## config.mk

```make
export PLATFORM = sky130hd
export DESIGN_NAME = max7219_receiver_flat
export DESIGN_NICKNAME = d
export VERILOG_FILES = /design/src/rtl/max7219_receiver_if.sv /design/src/rtl/max7219_receiver.sv /design/src/flat_wrapper.sv
export SDC_FILE = /design/constraint.sdc
export NUM_CORES = 1
export LEC_CHECK = 0
export BUFFER_PORTS_ARGS = -buffer_cell sky130_fd_sc_hd__buf_4
export CAP_MARGIN = 20
export CORE_MARGIN = 8
export CORE_UTILIZATION = 49
export CTS_BUF_LIST = sky130_fd_sc_hd__clkbuf_8 sky130_fd_sc_hd__clkbuf_16
export DETAILED_ROUTE_END_ITERATION = 16
export PLACE_DENSITY = 0.75
export SETUP_SLACK_MARGIN = 0.05
export SLEW_MARGIN = 20
export SYNTH_ARGS = -nofsm -noshare
export SYNTH_HDL_FRONTEND = slang
export SYNTH_SLANG_ARGS = --single-unit
export TNS_END_PERCENT = 10
```

## constraint.sdc

```tcl
create_clock -name clk_in_i -period 3.26 [get_ports clk_in_i]
set_clock_uncertainty 0.2 [all_clocks]
set_input_delay 0.489 -clock clk_in_i [delete_from_list [all_inputs] [get_ports clk_in_i]]
set_output_delay 0.489 -clock clk_in_i [all_outputs]
set_load 0.01 [all_outputs]
```

## src/rtl/max7219_receiver_if.sv

```systemverilog
`default_nettype none
// ============================================================================
// Module      : max7219_receiver_if
// Description : Serial input lines and decoded register outputs of the
//               MAX7219 frame receiver.
// Revision    : 1.0 - initial release
// ============================================================================
interface max7219_receiver_if;
  logic        cs;
  logic        clk;
  logic        din;
  logic [63:0] digits;
  logic [7:0]  decode;
  logic [3:0]  intensity;
  logic [2:0]  scan_limit;
  logic        shutdown;
  logic        test;
  logic        wr_stb;
  logic [3:0]  wr_addr;
  logic [7:0]  wr_data;
  logic        err;

  modport master (
    output cs, clk, din,
    input  digits, decode, intensity, scan_limit, shutdown, test,
    input  wr_stb, wr_addr, wr_data, err
  );

  modport slave (
    input  cs, clk, din,
    output digits, decode, intensity, scan_limit, shutdown, test,
    output wr_stb, wr_addr, wr_data, err
  );
endinterface
`default_nettype wire

```

## src/rtl/max7219_receiver.sv

```systemverilog
`default_nettype none
// ============================================================================
// Module      : max7219_receiver
// Description : Receives 16-bit MAX7219 serial frames and maintains the
//               device register file. Define MAX7219_RECEIVER_SYNC_EN to add
//               two-flop synchronizers on CS, CLK and DIN.
// Revision    : 1.0 - initial release
// ============================================================================
module max7219_receiver (
  input  logic                      clk_in_i,
  input  logic                      rst_i,
  max7219_receiver_if.slave         bus_if
);

  typedef enum logic [0:0] {
    ST_IDLE  = 1'b0,
    ST_SHIFT = 1'b1
  } state_t;

  logic cs_s;
  logic clk_s;
  logic din_s;

`ifdef MAX7219_RECEIVER_SYNC_EN
  logic [1:0] cs_sync_q;
  logic [1:0] clk_sync_q;
  logic [1:0] din_sync_q;

  always_ff @(posedge clk_in_i) begin
    if (rst_i) begin
      cs_sync_q  <= 2'b11;
      clk_sync_q <= 2'b00;
      din_sync_q <= 2'b00;
    end else begin
      cs_sync_q  <= {cs_sync_q[0],  bus_if.cs};
      clk_sync_q <= {clk_sync_q[0], bus_if.clk};
      din_sync_q <= {din_sync_q[0], bus_if.din};
    end
  end

  assign cs_s  = cs_sync_q[1];
  assign clk_s = clk_sync_q[1];
  assign din_s = din_sync_q[1];
`else
  assign cs_s  = bus_if.cs;
  assign clk_s = bus_if.clk;
  assign din_s = bus_if.din;
`endif

  state_t      state_q;
  logic        cs_prev_q;
  logic        clk_prev_q;
  logic [4:0]  cnt_q;
  logic [15:0] sr_q;
  logic [63:0] digits_q;
  logic [7:0]  decode_q;
  logic [3:0]  intensity_q;
  logic [2:0]  scan_limit_q;
  logic        shutdown_q;
  logic        test_q;
  logic        wr_stb_q;
  logic [3:0]  wr_addr_q;
  logic [7:0]  wr_data_q;
  logic        err_q;

  logic        cs_fall;
  logic        clk_rise;
  logic [2:0]  dig_idx;
  logic        unused_hi;

  assign cs_fall   = cs_prev_q & ~cs_s;
  assign clk_rise  = ~clk_prev_q & clk_s;
  // Address 8 wraps to index 7 through the 3-bit subtraction.
  assign dig_idx   = sr_q[10:8] - 3'd1;
  assign unused_hi = ^sr_q[15:12];

  always_ff @(posedge clk_in_i) begin
    if (rst_i) begin
      state_q      <= ST_IDLE;
      cs_prev_q    <= 1'b1;
      clk_prev_q   <= 1'b0;
      cnt_q        <= 5'd0;
      sr_q         <= 16'd0;
      digits_q     <= 64'd0;
      decode_q     <= 8'd0;
      intensity_q  <= 4'd0;
      scan_limit_q <= 3'd0;
      shutdown_q   <= 1'b1;
      test_q       <= 1'b0;
      wr_stb_q     <= 1'b0;
      wr_addr_q    <= 4'd0;
      wr_data_q    <= 8'd0;
      err_q        <= 1'b0;
    end else begin
      cs_prev_q  <= cs_s;
      clk_prev_q <= clk_s;
      wr_stb_q   <= 1'b0;
      err_q      <= 1'b0;
      case (state_q)
        ST_IDLE: begin
          if (cs_fall) begin
            state_q <= ST_SHIFT;
            // A clock edge coinciding with the select edge is the first bit.
            if (clk_rise) begin
              cnt_q <= 5'd1;
              sr_q  <= {15'd0, din_s};
            end else begin
              cnt_q <= 5'd0;
              sr_q  <= 16'd0;
            end
          end
        end
        ST_SHIFT: begin
          if (cs_s) begin
            state_q <= ST_IDLE;
            if (cnt_q == 5'd16) begin
              wr_stb_q  <= 1'b1;
              wr_addr_q <= sr_q[11:8];
              wr_data_q <= sr_q[7:0];
              case (sr_q[11:8])
                4'd1, 4'd2, 4'd3, 4'd4,
                4'd5, 4'd6, 4'd7, 4'd8: digits_q[{dig_idx, 3'b000} +: 8] <= sr_q[7:0];
                4'd9:  decode_q     <= sr_q[7:0];
                4'd10: intensity_q  <= sr_q[3:0];
                4'd11: scan_limit_q <= sr_q[2:0];
                4'd12: shutdown_q   <= ~sr_q[0];
                4'd15: test_q       <= sr_q[0];
                default: ;
              endcase
            end else begin
              err_q <= 1'b1;
            end
          end else if (clk_rise) begin
            sr_q <= {sr_q[14:0], din_s};
            if (cnt_q != 5'd16) begin
              cnt_q <= cnt_q + 5'd1;
            end
          end
        end
        default: state_q <= ST_IDLE;
      endcase
    end
  end

  assign bus_if.digits     = digits_q;
  assign bus_if.decode     = decode_q;
  assign bus_if.intensity  = intensity_q;
  assign bus_if.scan_limit = scan_limit_q;
  assign bus_if.shutdown   = shutdown_q;
  assign bus_if.test       = test_q;
  assign bus_if.wr_stb     = wr_stb_q;
  assign bus_if.wr_addr    = wr_addr_q;
  assign bus_if.wr_data    = wr_data_q;
  assign bus_if.err        = err_q;

endmodule
`default_nettype wire

```

## src/flat_wrapper.sv

```systemverilog
// flat-port wrapper written by rule: the top's interface ports become plain ports
module max7219_receiver_flat 
  (clk_in_i, rst_i, bus_if_cs, bus_if_clk, bus_if_din, bus_if_digits, bus_if_decode, bus_if_intensity, bus_if_scan_limit, bus_if_shutdown, bus_if_test, bus_if_wr_stb, bus_if_wr_addr, bus_if_wr_data, bus_if_err);
  max7219_receiver_if bus_if_i ();
  input  logic clk_in_i;
  input  logic rst_i;
  input wire logic [$bits(bus_if_i.cs)-1:0] bus_if_cs;
  input wire logic [$bits(bus_if_i.clk)-1:0] bus_if_clk;
  input wire logic [$bits(bus_if_i.din)-1:0] bus_if_din;
  output wire logic [$bits(bus_if_i.digits)-1:0] bus_if_digits;
  output wire logic [$bits(bus_if_i.decode)-1:0] bus_if_decode;
  output wire logic [$bits(bus_if_i.intensity)-1:0] bus_if_intensity;
  output wire logic [$bits(bus_if_i.scan_limit)-1:0] bus_if_scan_limit;
  output wire logic [$bits(bus_if_i.shutdown)-1:0] bus_if_shutdown;
  output wire logic [$bits(bus_if_i.test)-1:0] bus_if_test;
  output wire logic [$bits(bus_if_i.wr_stb)-1:0] bus_if_wr_stb;
  output wire logic [$bits(bus_if_i.wr_addr)-1:0] bus_if_wr_addr;
  output wire logic [$bits(bus_if_i.wr_data)-1:0] bus_if_wr_data;
  output wire logic [$bits(bus_if_i.err)-1:0] bus_if_err;
  assign bus_if_i.cs = bus_if_cs;
  assign bus_if_i.clk = bus_if_clk;
  assign bus_if_i.din = bus_if_din;
  assign bus_if_digits = bus_if_i.digits;
  assign bus_if_decode = bus_if_i.decode;
  assign bus_if_intensity = bus_if_i.intensity;
  assign bus_if_scan_limit = bus_if_i.scan_limit;
  assign bus_if_shutdown = bus_if_i.shutdown;
  assign bus_if_test = bus_if_i.test;
  assign bus_if_wr_stb = bus_if_i.wr_stb;
  assign bus_if_wr_addr = bus_if_i.wr_addr;
  assign bus_if_wr_data = bus_if_i.wr_data;
  assign bus_if_err = bus_if_i.err;
  max7219_receiver u_core (.clk_in_i(clk_in_i), .rst_i(rst_i), .bus_if(bus_if_i));
endmodule
```

==> results.yml, run 1 <==
global_routing:
  grt_pass1_wl_um: 21100
  antenna_found_initial: 0
  grt_max_degree: 129
  grt_pass1_vias: 4146
  track_usage_pct: 20.0
  overflow: 0
power:
  power_density_nw_per_um2: 527
  p_sw_share_pct: 20.0
  p_leak_nw: 2.69
  seq_power_share_pct: 41.9
  peakVddDrop_mv: 0.420
  p_switching_mw: 0.684
  p_int_mw: 2.73
  combPwrFrac_pct: 2.2
  pwr-share-clk_pct: 56.0
  p_total_mw: 3.41
sta:
  setup_violations: 0
  fin_crit_sh_pct: 91.5
  setup_tns_ns: 0
  slew_viol_final: 0
  fin_crit_ns: 2.98
  rsz0062_at_grt: "false"
  max_clock_freq_mhz: 335
  worst_pin_slew_ns: 0.858
  finalHoldViolCount: 0
  slew_headroom_pct: 42.5
floorplanning:
  die_w_um: 117
  io_pins: 100
  die_h_um: 117
  num_rows: 37
  dieArea_um2: 13700
  coreArea_um2: 10100
  initial_core_util_pct: 49.5
logic_synthesis:
  synth_area_per_cell_um2: 8.97
  synth_fp_nets: 575
  synth_cell_types: 50
  synth_area_leaders: "dfxtp_1, a21oi_1, o21ai_0"
  yosys.area.top_type: "dfxtp_1"
  synth_cells: 559
  syn_area_um2: 5010
  synth_top_area_share_pct: 45.9
  ys_ff_latch: 115
  synth_most_common_cell: "dfxtp_1"
  seq_area_frac_synth_pct: 45.9
  synth_common_cells: "dfxtp_1, a21oi_1, o21ai_0"
  ys.flop_type: "dfxtp_1"
  ys_warn_count: 0
  async_flop_share_pct: 0
  synth-edff-count: 0
job:
  maxCapViolations: 0
cells_and_area:
  antenna_cells: 0
  area_growth_pct: 29.2
  nets: 656
  drive_gt1_share_pct: 25.4
  fillers: 856
setup_path:
  crit_path_end_kind: "flip-flop"
  reg2regPathDepth: 10
  crit_fanout: 16
  cp.arrival_ns: 3.19
  worst_ep_required_time_ns: 3.47
  setup.worst_path.end: "u_core.bus_if.digits[51]"
  rr_endpoint: "u_core.bus_if.digits[51]"
  crit_type: "reg -> reg"
  timing.reg2reg.setup_slack_ns: 0.28
  r2r-start: "u_core.sr_q[9]"
  cp-start-kind: "flip-flop"
  cp-startpoint: "u_core.sr_q[9]"
clock_tree:
  h-tree-depth: 4
  clock_path_buffers: 2
  clock-root-buffer: "clkbuf_8"
  numCtsBuffers: 17
  cts_tree: "done"
  hold_buffers: 0
  cts.sink_count: 115
  clk_pin_slew_ns: 0.06
  postCtsSetupBuffers: 0
  clk_latency_ns: 0.51
  cts_resized: 0
detailed_routing:
  routedWlPerCell_um: 17.4
  dr.pass1.iters: 5
  post_drt_via_cell_ratio: 5.65
  drtIter0Drc: 243
  finalWirelength_um: 13700
  drcViolationCount: 0
  ant_nets: 0
  vias: 4454
worst_hold_path:
  hold_depth: 3
  hold_class: "in -> reg"
place:
  hpwl_um: 9070
  port_buffers: 99
  routabilityCongestion: 0.859
status:
  outcome: "finished, final reports clean"
state kept, by name, indices dropped and copies added, names as in the netlist, 3 cells and up:
register,count
u_core.sr_q,12
u_core.bus_if.wr_data,8
u_core.bus_if.scan_limit,3
u_core.bus_if.digits,64
u_core.bus_if.intensity,4
u_core.cnt_q,5
u_core.bus_if.wr_addr,4
u_core.bus_if.decode,8
per-layer routing:
layer	GRT usage, %	vias to the layer above	wire length (um)
met2	32.6	160	6520
met1	24.0	2112	6140
met5	0	-	0
met3	6.11	22	856
li1	-	2160	-
met4	7.76	0	233
placed cells by master (no fill, tap or decap), drive strengths merged, types with 5 or more instances in the layout:
master / netlist / final
or3: 8 / 8
o21ai: 48 / 48
nand2b: 35 / 35
nand2: 42 / 42
nor2: 28 / 28
a21oi: 56 / 56
dfxtp: 115 / 115
mux2: 8 / 8
nand4: 31 / 31
and2: 5 / 5
inv: 6 / 9
nor2b: 24 / 24
ha: 11 / 11
nand3: 7 / 7
clkbuf: 41 / 20
mux2i: 18 / 18
a41o: 8 / 8
a22oi: 9 / 9
nand3b: 16 / 16
buf: 7 / 110
critical path, cell delays in order (launching register included):
cell and delay, ns:
dfxtp_1 0.48, inv_1 0.15, ha_2 0.24, xor2_4 0.15
inv_2 0.07, ha_1 0.31, buf_4 0.18, nor2b_1 0.12
o2111a_1 0.55, a21oi_1 0.18, a41o_1 0.25
cell type report:
| class | count | area [um^2] | share of cell area [%] |
|---|---|---|---|
| multi-input combinational | 390 | 2530 | 39.0 |
| timing repair buffer | 110 | 838 | 12.9 |
| clock buffer | 20 | 455 | 7.03 |
| clock inverter | 12 | 163 | 2.51 |
| tap | 136 | 170 | 2.63 |
| inverter | 6 | 22.5 | 0.348 |
| sequential | 115 | 2300 | 35.5 |
power by group through the flow:
| stage | registers [mW] | logic [mW] | clock network, mW |
|---|---|---|---|
| after floorplan | 1.44 | 0.0635 | 0 |
| after global placement | 1.46 | 0.0688 | 0 |
| after detailed placement | 1.46 | 0.0707 | 0 |
| after CTS | 1.43 | 0.0712 | 1.93 |
| after global routing | 1.43 | 0.0799 | 2.00 |
| final | 1.43 | 0.0742 | 1.91 |
worst min path at each step:
| stage | from | to |
|---|---|---|
| after floorplan | u_core.cs_prev_q | u_core.state_q |
| after global placement | u_core.bus_if.wr_data[5] | u_core.bus_if.wr_data[5] |
| after detailed placement | u_core.bus_if.wr_data[4] | u_core.bus_if.wr_data[4] |
| after CTS | bus_if_din | u_core.sr_q[0] |
| after global routing | bus_if_din | u_core.sr_q[0] |
| final | bus_if_din | u_core.sr_q[0] |
cells by family (layout without fill, tap and decap cells):
| kind of cell | Yosys count | in the layout | share of synthesized area [%] |
|---|---|---|---|
| adders and majority gates | 11 | 11 | 2.75 |
| and+or+nand+nor | 210 | 210 | 24.1 |
| buffers and inverters | 54 | 148 | 4.27 |
| AOI/OAI and AO/OA | 140 | 140 | 16.9 |
| muxes | 26 | 26 | 5.39 |
| xor gates and xnor gates | 3 | 3 | 0.674 |
| DFF | 115 | 115 | 45.9 |
per-stage QoR:
| step | cells | util (%) | hold WS (ns) | cell area, um^2 | setup slack [ns] |
|---|---|---|---|---|---|
| finish | 789 | 63.9 | 0.0187 | 6480 | 0.276 |
| global route | 789 | 63.9 | 0.0262 | 6480 | 0.114 |
| CTS | 788 | 63.7 | 0.00156 | 6450 | 0.0690 |
| detailed placement | 756 | 57.6 | 0.249 | 5840 | 0.101 |
| global placement | 756 | 57.6 | 0.248 | 5840 | 0.449 |
| floorplan | 559 | - | 0.268 | 5030 | 0.0901 |
Note: power is estimated with default switching activity, not from simulation.
==> inputs of run 2 (changes only) <==
--- a/config.mk
+++ b/config.mk
@@ -8,10 +8,11 @@
 export BUFFER_PORTS_ARGS = -buffer_cell sky130_fd_sc_hd__buf_4
 export CAP_MARGIN = 20
 export CORE_MARGIN = 8
-export CORE_UTILIZATION = 49
+export CORE_UTILIZATION = 25
 export CTS_BUF_LIST = sky130_fd_sc_hd__clkbuf_8 sky130_fd_sc_hd__clkbuf_16
 export DETAILED_ROUTE_END_ITERATION = 16
-export PLACE_DENSITY = 0.75
+export MAX_ROUTING_LAYER = met4
+export PLACE_DENSITY = 0.44
 export SETUP_SLACK_MARGIN = 0.05
 export SLEW_MARGIN = 20
 export SYNTH_ARGS = -nofsm -noshare
==> results.yml, run 2 (synthesis results as in run 1) <==
floorplanning:
  io_pins: 100
  die_w_um: 158
  die_h_um: 158
  num_rows: 52
  initial_core_util_pct: 25.1
  coreArea_um2: 20000
  dieArea_um2: 24800
cells_and_area:
  largest_reg_flops: 64
  drive_gt1_share_pct: 26.0
  final_cell_mix: "dfxtp_1, buf_4, a21oi_1"
  antenna_cells: 0
  layout_commonest_cell: "dfxtp_1"
  nets: 657
  area_growth_pct: 32.4
  final_cells: 924
power:
  peakVddDrop_mv: 0.295
  p_leak_nw: 2.67
  power_density_nw_per_um2: 519
detailed_routing:
  post_drt_via_cell_ratio: 4.73
  dr.pass1.iters: 4
  vias: 4371
  routedWlPerCell_um: 17.4
  drtIter0Drc: 233
  finalWirelength_um: 16100
  ant_nets: 0
  drcViolationCount: 0
sta:
  finalHoldViolCount: 0
  max_clock_freq_mhz: 344
  fin_crit_sh_pct: 89.1
  rsz0062_at_grt: "false"
  worst_pin_slew_ns: 0.910
  slew_viol_final: 0
  setup_violations: 0
  layout_setup_ws_ns: 0.355
  fin_crit_ns: 2.90
  setup_tns_ns: 0
  slew_headroom_pct: 39.3
setup_path:
  cp.arrival_ns: 3.04
  crit_slowest_cell: "or4_4"
  crit_chain: "inv_1 -> ha_2 -> xor2_4 -> inv_2 -> ha_1 -> nand4b_1 -> or4_4 -> or3_1 -> a21oi_1"
  path_buf_inv: 2
  cp-start-kind: "flip-flop"
  reg2regPathDepth: 9
  crit_path_end_kind: "flip-flop"
  cp_num_cells: 9
  crit_fanout: 14
  critPathTopFamily: "simple AND/OR/NAND/NOR gates"
  crit_type: "reg -> reg"
  slowest_delay_ns: 0.52
  worst_ep_required_time_ns: 3.39
worst_hold_path:
  hold_depth: 3
  hold_class: "in -> reg"
global_routing:
  antenna_found_initial: 0
  track_usage_pct: 13.3
  grt_pass1_vias: 4333
  overflow: 0
  grt_pass1_wl_um: 24600
  grt_max_degree: 101
clock_tree:
  numCtsBuffers: 17
  clk_pin_slew_ns: 0.05
  clock_path_buffers: 2
  cts_tree: "done"
  clk_latency_ns: 0.41
  clock-root-buffer: "clkbuf_16"
  h-tree-depth: 4
  cts.sink_count: 115
  hold_buffers: 0
place:
  pre_cts_ws_ns: 0.292
  port_buffers: 99
  hpwl_um: 10800
  routabilityCongestion: 0.813
  placedCellCount: 892
job:
  maxCapViolations: 0
status:
  outcome: "finished, final reports clean"
run 2: changes by cell type in the layout (fill, tap and decap cells not counted), sizes merged:
cell / delta
bufinv: -1
clkinv: +2
clkbuf: -2
buf: +1
clkinvlp: +1
run 2: power breakdown:
part | leakage, nW | internal (mW) | switching (mW)
Sequential | 0.927 | 1.41 | 0.0170
Combinational | 1.44 | 0.0270 | 0.0474
Clock | 0.297 | 1.23 | 0.711
run 2: per-stage QoR:
| stage | total power [mW] | util, % | cell area, um^2 | hold slack, ns |
|---|---|---|---|---|
| finish | 3.44 | 33.2 | 6640 | 0.125 |
| global route | 3.56 | 33.2 | 6640 | 0.112 |
| CTS | 3.49 | 33.2 | 6640 | 0.104 |
| detailed placement | 1.54 | 30.1 | 6020 | 0.250 |
| global placement | 1.53 | 30.1 | 6020 | 0.248 |
| floorplan | 1.51 | - | 5030 | 0.268 |
run 2: area by class of cell:
cell class / instances / area [um^2]
clock inverters: 14 / 176
well taps: 270 / 338
fillers: 2100 / 13300
inverters: 6 / 22.5
flip-flops and latches: 115 / 2300
repair buffers: 111 / 833
clock buffers: 18 / 439
multi-input cells: 390 / 2530
run 2: repair_timing:
action,CTS,global route
endpoints found under the hold margin,0,0
resized for setup,0,1
buffers inserted,0,0
endpoints found under the setup margin,0,2
run 2: per-layer routing:
layer	vias up	part of all wire [%]	wire length, um	global-route usage (%)
met5	-	0	0	-
met2	123	45	7240	19.9
met4	0	1.3	208	4.35
met3	14	6.0	965	3.69
li1	2150	-	-	-
met1	2084	48	7680	17.1
run 2: worst paths after layout:
check	from	to	slack, ns
hold / removal	bus_if_din	u_core.sr_q[0]	0.12
setup reg to reg	u_core.sr_q[9]	u_core.bus_if.digits[4]	0.36
setup / recovery	u_core.sr_q[9]	u_core.bus_if.digits[4]	0.36
hold reg to reg	u_core.bus_if.wr_data[6]	u_core.bus_if.wr_data[6]	0.26
run 2: worst min-delay path, cell delays in order:
cell and delay, ns:
buf_4 0.08, a22oi_1 0.05, nor2_1 0.08
==> inputs of run 3 (changes only) <==
--- a/config.mk
+++ b/config.mk
@@ -7,6 +7,7 @@
 export LEC_CHECK = 0
 export BUFFER_PORTS_ARGS = -buffer_cell sky130_fd_sc_hd__buf_4
 export CAP_MARGIN = 20
+export CORE_ASPECT_RATIO = 0.75
 export CORE_MARGIN = 8
 export CORE_UTILIZATION = 25
 export CTS_BUF_LIST = sky130_fd_sc_hd__clkbuf_8 sky130_fd_sc_hd__clkbuf_16
==> results.yml, run 3 (synthesis results as in run 1) <==
status:
  outcome: "finished, final reports clean"
floorplanning:
  dieArea_um2: 24900
  initial_core_util_pct: 25.2
  io_pins: 100
  die_h_um: 139
  num_rows: 45
  die_w_um: 180
  coreArea_um2: 19900
clock_tree:
  hold_buffers: 0
  numCtsBuffers: 17
  clk_pin_slew_ns: 0.05
  clock_path_buffers: 2
  cts.sink_count: 115
  h-tree-depth: 4
  clk_latency_ns: 0.41
  cts_resized: 0
  clock-root-buffer: "clkbuf_16"
  postCtsSetupBuffers: 0
  cts_tree: "done"
setup_path:
  crit_slowest_cell: "or4_4"
  crit_type: "reg -> reg"
  path_buf_inv: 2
  slowest_delay_ns: 0.52
  reg2regPathDepth: 9
  crit_path_end_kind: "flip-flop"
  crit_fanout: 14
  crit_chain: "inv_1 -> ha_2 -> xor2_4 -> inv_2 -> ha_1 -> nand4b_1 -> or4_4 -> or3_1 -> a21oi_1"
  r2r-start: "u_core.sr_q[9]"
  cp.arrival_ns: 3.07
  cp-start-kind: "flip-flop"
  critPathTopFamily: "simple AND/OR/NAND/NOR gates"
  cp_num_cells: 9
  worst_ep_required_time_ns: 3.39
  cp-startpoint: "u_core.sr_q[9]"
worst_hold_path:
  hold_class: "in -> reg"
  min_from: "bus_if_clk"
  hold_depth: 2
place:
  placed_area_um2: 6020
  pre_cts_ws_ns: 0.338
  port_buffers: 99
  routabilityCongestion: 0.799
  hpwl_um: 11300
  placedCellCount: 882
sta:
  hold_slack_ns: 0.105
  slew_headroom_pct: 32.8
  worst_pin_slew_ns: 1.01
  slew_viol_final: 0
  rsz0062_at_grt: "false"
  max_clock_freq_mhz: 339
  fin_crit_sh_pct: 90.4
  setup_violations: 0
  layout_setup_ws_ns: 0.314
  fin_crit_ns: 2.95
  setup_tns_ns: 0
  finalHoldViolCount: 0
cells_and_area:
  final_area_um2: 6700
  seq_area_um2: 2300
  nets: 659
  multiInputGateArea_um2: 2520
  layout_commonest_cell: "dfxtp_1"
  largest_reg_flops: 64
  final_cell_mix: "dfxtp_1, buf_4, a21oi_1"
  drive_gt1_share_pct: 25.6
  final_cells: 915
  fillers: 2072
  area_growth_pct: 33.7
global_routing:
  grt_pass1_wl_um: 25700
  antenna_found_initial: 0
  overflow: 0
  grt_pass1_vias: 4379
  grt_max_degree: 105
  track_usage_pct: 13.4
power:
  power_density_nw_per_um2: 549
  p_leak_nw: 2.73
  peakVddDrop_mv: 0.239
job:
  maxCapViolations: 0
detailed_routing:
  finalWirelength_um: 16200
  post_drt_via_cell_ratio: 4.79
  drcViolationCount: 0
  vias: 4379
  drtIter0Drc: 342
  ant_nets: 0
  dr.pass1.iters: 4
  routedWlPerCell_um: 17.8
run 3: path summary, 6_finish.rpt:
path                               to  slack (ns)
min reg2reg  u_core.bus_if.wr_data[2]        0.27
max reg2reg   u_core.bus_if.digits[3]        0.31
min                 u_core.clk_prev_q        0.10
max           u_core.bus_if.digits[3]        0.31
run 3: per-layer routing:
layer / vias up / share of wire [%] / global-route usage (%)
met2: 111 / 42 / 18.4
met5: - / 0 / -
met1: 2099 / 53 / 18.8
li1: 2164 / - / -
met3: 5 / 4.4 / 3.22
met4: 0 / 0.39 / 4.33
run 3: layout make-up:
cell class,count,area share (%)
Antenna cell,1,0.0373
Clock buffer,18,6.55
Clock inverter,14,3.60
Inverter,6,0.336
Multi-Input combinational cell,390,37.7
Sequential cell,115,34.3
Tap cell,258,4.82
Timing Repair Buffer,113,12.7
run 3: power breakdown:
part / leakage [nW] / total [mW] / switching [mW] / internal (mW)
Sequential: 0.927 / 1.43 / 0.0186 / 1.41
Combinational: 1.45 / 0.0777 / 0.0494 / 0.0282
Clock: 0.347 / 2.17 / 0.653 / 1.52
Total: 2.73 / 3.68 / 0.721 / 2.96
run 3: worst register-to-register path, cell delays in order, from the launching register on:
cell	delay, ns
dfxtp_1	0.48
inv_1	0.15
ha_2	0.24
xor2_4	0.15
inv_2	0.06
ha_1	0.30
nand4b_1	0.22
or4_4	0.52
or3_1	0.37
a21oi_1	0.17
run 3: through the flow:
stage | total power [mW] | util, %
global placement | 1.54 | 30.2
global route | 3.80 | 33.6
floorplan | 1.51 | -
CTS | 3.72 | 33.6
finish | 3.68 | 33.6
detailed placement | 1.54 | 30.2
